`src/rtl/ifid_lmsm_sequencer_pkg.sv`:
```
// Shared constants and types for the IF/ID stage and its LM/SM expander.
package ifid_lmsm_sequencer_pkg;

    localparam int unsigned DATA_W = 16;

    localparam logic [3:0] OP_LM  = 4'b0110;
    localparam logic [3:0] OP_SM  = 4'b0111;
    localparam logic [3:0] OP_NOP = 4'b1111;

    // Bubble: unused opcode, decode performs no register or memory write.
    localparam logic [15:0] NOP_INSTR = {OP_NOP, 12'h000};

    // PASS: normal pipeline register. SEQ: issuing the remaining LM/SM registers.
    typedef enum logic {
        PASS = 1'b0,
        SEQ  = 1'b1
    } state_t;

    // LM and SM differ only in opcode bit 0, so both match on the top three bits.
    function automatic logic is_lmsm_op(input logic [3:0] op);
        return (op[3:1] == OP_LM[3:1]) && (OP_SM[3:1] == OP_LM[3:1]);
    endfunction

endpackage

```
`src/rtl/ifid_lmsm_sequencer_lsb_clear.sv`:
```
// Clears the lowest set bit of an 8-bit register mask and flags mask shapes.
module lsb_clear_8 (
    input  logic [7:0] i_mask,
    output logic [7:0] o_cleared,
    output logic       o_multi_bit,
    output logic       o_zero
);

    // x & (x-1) drops the lowest set bit; a non-zero result means >= 2 bits were set.
    always_comb begin
        o_cleared   = i_mask & (i_mask - 8'd1);
        o_multi_bit = (o_cleared != 8'd0);
        o_zero      = (i_mask == 8'd0);
    end

endmodule

```
`src/rtl/ifid_lmsm_sequencer.sv`:
```
// IF/ID pipeline register that expands LM/SM into one issue per selected register.
// Handshake: there is no ready/valid pair towards fetch; fetch advances its PC on
// every edge where pc_hold is low, and valid_out marks ir_out as a real instruction.
module ifid_lmsm_sequencer
    import ifid_lmsm_sequencer_pkg::*;
#(
    parameter int unsigned        P_DATA_W    = DATA_W,
    parameter logic [P_DATA_W-1:0] P_NOP_INSTR = P_DATA_W'(NOP_INSTR)
) (
    input  logic                clk,
    input  logic                rst_n,
    input  logic [P_DATA_W-1:0] fetch_ir,
    input  logic [P_DATA_W-1:0] fetch_pc,
    input  logic                fetch_valid,
    input  logic                stall,
    input  logic                flush,
    output logic [P_DATA_W-1:0] ir_out,
    output logic [P_DATA_W-1:0] pc_out,
    output logic                valid_out,
    output logic                pc_hold,
    output logic [2:0]          lmsm_offset,
    output logic                seq_busy
);

    state_t              r_state;
    logic [P_DATA_W-1:0] r_ir;
    logic [P_DATA_W-1:0] r_pc;
    logic                r_valid;
    logic [2:0]          r_offset;

    state_t              w_state_nxt;
    logic [P_DATA_W-1:0] w_ir_nxt;
    logic [P_DATA_W-1:0] w_pc_nxt;
    logic                w_valid_nxt;
    logic [2:0]          w_offset_nxt;

    logic [7:0]          w_mask_cleared;
    logic                w_mask_multi;
    logic                w_mask_zero;
    logic                w_is_lmsm;
    logic                w_multi;
    logic                w_fetch_empty_lmsm;

    lsb_clear_8 u_lsb_clear (
        .i_mask      (r_ir[7:0]),
        .o_cleared   (w_mask_cleared),
        .o_multi_bit (w_mask_multi),
        .o_zero      (w_mask_zero)
    );

    // Decode-side view of the held instruction: more than one register still to issue.
    always_comb begin
        w_is_lmsm          = is_lmsm_op(r_ir[15:12]);
        w_multi            = w_is_lmsm && r_valid && !w_mask_zero && w_mask_multi;
        w_fetch_empty_lmsm = is_lmsm_op(fetch_ir[15:12]) && (fetch_ir[7:0] == 8'd0);
    end

    // Next-state and next-register selection: flush > stall > sequence advance > load.
    always_comb begin
        w_state_nxt  = r_state;
        w_ir_nxt     = r_ir;
        w_pc_nxt     = r_pc;
        w_valid_nxt  = r_valid;
        w_offset_nxt = r_offset;

        if (flush) begin
            w_state_nxt  = PASS;
            w_ir_nxt     = P_NOP_INSTR;
            w_valid_nxt  = 1'b0;
            w_offset_nxt = 3'd0;
        end else if (stall) begin
            // hold everything
        end else if (w_multi) begin
            // Bit 8 and the opcode/register fields ride along unchanged.
            w_state_nxt  = SEQ;
            w_ir_nxt     = {r_ir[P_DATA_W-1:8], w_mask_cleared};
            w_offset_nxt = r_offset + 3'd1;
        end else begin
            w_state_nxt  = PASS;
            w_pc_nxt     = fetch_pc;
            w_offset_nxt = 3'd0;
            if (w_fetch_empty_lmsm) begin
                // An LM/SM that selects no register does nothing; issue a bubble.
                w_ir_nxt    = P_NOP_INSTR;
                w_valid_nxt = 1'b0;
            end else begin
                w_ir_nxt    = fetch_ir;
                w_valid_nxt = fetch_valid;
            end
        end
    end

    // State and pipeline registers; reset abandons any partial LM/SM.
    always_ff @(posedge clk or negedge rst_n) begin
        if (!rst_n) begin
            r_state  <= PASS;
            r_ir     <= P_NOP_INSTR;
            r_pc     <= '0;
            r_valid  <= 1'b0;
            r_offset <= 3'd0;
        end else begin
            r_state  <= w_state_nxt;
            r_ir     <= w_ir_nxt;
            r_pc     <= w_pc_nxt;
            r_valid  <= w_valid_nxt;
            r_offset <= w_offset_nxt;
        end
    end

    // pc_hold is combinational so fetch freezes in the same cycle the condition appears.
    always_comb begin
        ir_out      = r_ir;
        pc_out      = r_pc;
        valid_out   = r_valid;
        lmsm_offset = r_offset;
        seq_busy    = (r_state == SEQ);
        pc_hold     = stall || w_multi;
    end

endmodule

```
`config.mk`:
```
export PLATFORM = sky130hd
export DESIGN_NAME = ifid_lmsm_sequencer
export DESIGN_NICKNAME = d
export VERILOG_FILES = /design/src/rtl/ifid_lmsm_sequencer_pkg.sv /design/src/rtl/ifid_lmsm_sequencer_lsb_clear.sv /design/src/rtl/ifid_lmsm_sequencer.sv
export SDC_FILE = /design/constraint.sdc
export NUM_CORES = 1
export LEC_CHECK = 0
export CAP_MARGIN = 10
export CORE_ASPECT_RATIO = 1.75
export CORE_UTILIZATION = 45
export CTS_BUF_LIST = sky130_fd_sc_hd__clkbuf_8
export DETAILED_ROUTE_END_ITERATION = 16
export GPL_ROUTABILITY_DRIVEN = 0
export HOLD_SLACK_MARGIN = 0.08
export PLACE_DENSITY = 0.9
export SLEW_MARGIN = 15
export SYNTH_ARGS = -nofsm -noshare
export SYNTH_HDL_FRONTEND = slang
export SYNTH_SLANG_ARGS = --single-unit
export TNS_END_PERCENT = 50
```
`constraint.sdc`:
```
create_clock -name clk -period 6.7 [get_ports clk]
set_clock_uncertainty 0.15 [all_clocks]
set_input_delay 0.67 -clock clk [delete_from_list [all_inputs] [get_ports clk]]
set_output_delay 0.67 -clock clk [all_outputs]
set_load 0.01 [all_outputs]
```
* Word level (Yosys, flattened, before mapping) *
Cells that the tools add are included.
Widths: inputs -> output; s select.

cells by class
  bitwise operators = 4
  reductions and logical operators = 11
  mux-type cells = 14
  $add $sub $neg = 2
  equal/unequal tests = 4

operators with widths
  cell                 number
  $mux 16              4
  $logic_not 8->1      2
  $mux 3               3
  $and 8x8->8          1
  $reduce_bool 8->1    1
  $sub 8x1->8 const B  1
  $mux 1               7
  $eq 3x2->1 const B   2
  $logic_and 1x1->1    4
  $add 3x1->3 const B  1
  $not 1->1            3
  $reduce_and 3->1     1
  $ne 2x1->1 const B   1
  $ne 2x2->1 const B   1
  $reduce_and 2->1     1
  $logic_not 1->1      1
  $logic_or 1x1->1     1

word-level totals
  register bits = 37
  word-level logic and storage cells = 41
  input bits = 37
  output and inout port bits = 38

* Logic depth before layout (Yosys ltp) *
  depth after elaboration = 7
  gate-level depth with buffers = 7
  depth with buffers taken out = 5

* By module *
A second synthesis with hierarchy kept.

second synthesis, totals
  cell total of the unflattened synthesis = 158
  area total of the unflattened synthesis = 1871.8 sq um

modules (own cells, without submodules)
  module               area an instance (sq um)  cells an instance  sequential area each (sq um)  instances
  ifid_lmsm_sequencer  1726.7                    138                930.9                         1
  lsb_clear_8          145.1                     20                 0.0                           1

* Worst setup path before layout *
Ideal clock, no wire load.

  path type = flip-flop to output port
  from = register r_ir[0], in the netlist ir_out[0]
  to = output port pc_hold
  required time = 5880 ps
  setup slack = 4028 ps
  buffers on the path = 1
  arrival = 1852 ps
  stages on the path, launching flop included = 6
  path through = dfrtp_1 -> buf_6 -> or4_4 -> o31a_1 -> a21oi_4 -> inv_4

between the ends
  word-level cells in the longest chain between the ends = 5
  elaborated cells on any way between the ends = 8
  those cells by class = add/sub: 1; bitwise: 1; reduce/logical: 6

ends and longest elaborated chain
  what                                                    RTL line                                                                  RTL
  from (decl)                                             ifid_lmsm_sequencer.sv:26                                                 logic [P_DATA_W-1:0] r_ir;
  from (signal assigned)                                  ifid_lmsm_sequencer.sv:103                                                r_ir <= w_ir_nxt;
  $sub 8x1->8 or $logic_not 8->1 (tied branches)          ifid_lmsm_sequencer_lsb_clear.sv:11, ifid_lmsm_sequencer_lsb_clear.sv:13
  $and 8x8->8 or $logic_not 1->1 (tied branches)          ifid_lmsm_sequencer_lsb_clear.sv:11, ifid_lmsm_sequencer.sv:54
  $reduce_bool 8->1 or $logic_and 1x1->1 (tied branches)  ifid_lmsm_sequencer_lsb_clear.sv:12, ifid_lmsm_sequencer.sv:54
  $logic_and 1x1->1 *                                     ifid_lmsm_sequencer.sv:54                                                 w_multi = w_is_lmsm && r_valid && !w_mask_zero && w_mask_multi;
  $logic_or 1x1->1 *                                      ifid_lmsm_sequencer.sv:117                                                pc_hold = stall || w_multi;
  to (decl)                                               ifid_lmsm_sequencer.sv:20                                                 output logic pc_hold,

Mark *: on every way between the ends. The rest lies on a longest branch, timed or not.

* Worst setup path after layout *
Same ends and word-level chain as after synthesis.

==> summary.txt <==
Layout
  • Layout cells sized above 1: 14.85%
  • Most common cell after layout, fill and taps aside: clkdlybuf4s50_1
  • Inserted Diodes: 0
  • Area delta synth->final: 44.74%
  • Cell Count, Final, Fillers Out: 277
  • Final nets: 266
  • Most frequent cells in the layout: clkdlybuf4s50_1 (73), dfrtp_1 (33), nand2_1 (12)

Run status
  • Status: complete, no violations

STA
  • Fmax: approximately 0.28 GHz
  • Tcrit/Tclk final: a little over half
  • Worst-margin pin slew: approximately 840 ps
  • Crit path time final: 3520 ps
  • Slew headroom: between 40% and 50%
  • Hold Slack: 314.0 ps
  • Unrepaired setup endpoints after global routing: false
  • Final hold violations: 0
  • Setup TNS: 0 ps
  • Final Setup Violations: 0
  • Slew Limit Fails: 0

Yosys
  • EDFF count, synth: 0
  • Post-synth top flop: dfrtp_1
  • Synth Instances: about 160
  • #FFs+latches synth: 37
  • Syn Std Cell Area: roughly 1900 um^2
  • Mapped Nets: about 190
  • Synth warn: 0
  • Post-synthesis async set-or-reset flop share: 100.0%
  • Post-synthesis cell type count: 45
  • Avg Inst Size Synth: 11.89 um^2
  • Sequential area share after synthesis: 50.20%

Clock network
  • Root Driver: clkbuf_8
  • CTS sink cnt: 37
  • Post-CTS setup buffer count: 0
  • CTS Buf Count: 5
  • Post-CTS sizing: 0
  • Hold_buf cts: 0
  • Clock latency on the worst-skew pair: approximately 280 ps
  • Worst-case clock buffer depth: 2
  • Clock transition at the registers of the reported paths: 70 ps
  • CTS H-tree lvls: 2
  • CTS tree: built

Routing
  • Final WL: 4399 um
  • Drt initial violations: 59
  • Average vias per placed instance: 5.639
  • DRC viols: 0
  • Via count: 1562
  • WL per Instance: ~16 um
  • Drt first pass iters: 4
  • Final ANT Viol Nets: 0

GRT
  • Initial antenna violation count: 0
  • First-pass GRT wire length: 7238 um
  • Vias in the first global route: 1626
  • Total global routing overflow: 0
  • GRT Overall Usage: 21.99%
  • Largest net degree at the start of global routing: 38

Setup path
  • CP max FO: 9
  • Worst R2R Setup Slack: 4240 ps
  • WP data arrival: 2700 ps
  • Worst EP required: 5880 ps
  • WS Path Type: flop to primary output
  • CP endpoint kind: primary output
  • Worst Setup Start Kind: flop

Die
  • Die Y: ~87 um
  • Die X: 50.53 um
  • Die ar.: 4391 um^2
  • Initial Util: 47.50%
  • Io pins: 75
  • Row count: 30
  • Core area: 3904 um^2

Place
  • Placed Cells: 269
  • HPWL after DPL: 3342 um
  • Port-buffer cells: 74

Power
  • IR Drop Worst-Case VDD: roughly 0.18 mV
  • PD cells: between 200 and 250 nW/um^2
  • Leak: 1.126 nW

Run
  • # Max-Cap Violations: 0

Worst hold path
  • Hold Path Class: primary input to asynchronous set/reset pin
-- path summary, 6_finish.rpt --
path	start	endpoint	depth (start not counted)
max reg2reg	ir_out[0]	pc_out[13]	4
min in group clk	pc_out[0]	pc_out[0]	1
min reg2reg	pc_out[0]	pc_out[0]	1
min	rst_n	ir_out[6]	1
max in group asynchronous	rst_n	pc_out[9]	1
max	ir_out[0]	pc_hold	5
-- cells in the mapped netlist (4+ instances only) --
cell       n  area [um^2]
nand2b_1   8        50.05
nand2_1   12        45.04
dfstp_2    4        105.1
mux2_2     7        78.83
dfrtp_1   33        825.8
a21oi_1    6        30.03
o211ai_1   6        45.04
clkbuf_1   7        26.28
mux2_4    10        150.1
mux2i_1   10        100.1
nor2_1    10        37.54
-- worst max-delay path, cell delays in order, from the launching register on --
cell	delay (ps)
dfrtp_1	480
or4_4	600
o31a_1	410
a21oi_4	310
inv_4	110
clkdlybuf4s50_1	510
-- report_power, final --
| part | internal (mW) | switching, mW |
|---|---|---|
| registers | 0.245 | 0.0156 |
| logic | 0.0827 | 0.0546 |
| clock network | 0.0705 | 0.0748 |
| total | 0.398 | 0.145 |
-- logic make-up (layout without fill, tap and decap cells) --
kind of cell / after synthesis / after routing / share of synthesized area [%]
simple gates: 47 / 47 / 13.56
buf+inv: 11 / 84 / 3.172
compound gates: 32 / 32 / 14.10
fa+ha+maj: 2 / 2 / 1.214
mux: 27 / 27 / 17.75
flops: 37 / 37 / 50.20
-- metrics by stage --
step	util, %	power [mW]	setup slack, ps	cell area, um^2
2_1_floorplan	-	0.3245	4028	1854
3_3_place_gp	66.63	0.3982	3509	2601
3_5_place_dp	66.63	0.4022	3480	2601
5_1_grt	68.75	0.5691	3069	2684
4_1_cts	68.75	0.5494	3171	2684
6_report	68.75	0.5433	3180	2684
-- registers in the layout, indices dropped and copies added (netlist names) --
| name | count |
|---|---|
| valid_out | 1 |
| lmsm_offset | 3 |
| seq_busy | 1 |
| pc_out | 16 |
| ir_out | 16 |
-- layer usage --
| metal | share of wire, % | vias up | GRT usage (%) | wire, um |
|---|---|---|---|---|
| met2 | 54 | 79 | 38.67 | 2356 |
| met1 | 36 | 746 | 24.34 | 1589 |
| met3 | 7.0 | 16 | 4.538 | 309 |
| met4 | 3.3 | 0 | 11.62 | 143 |
| met5 | 0 | - | 0 | 0 |
| li1 | - | 721 | - | - |
-- final cells by class --
class,instances,area [um^2]
sequential,37,930.9
multi-input combinational,108,864.6
clock inverter,3,13.76
timing repair buffer,74,735.7
inverter,2,10.01
fill,298,1220
clock buffer,5,68.82
tap,48,60.06
Power figures use the tool's default switching activity.
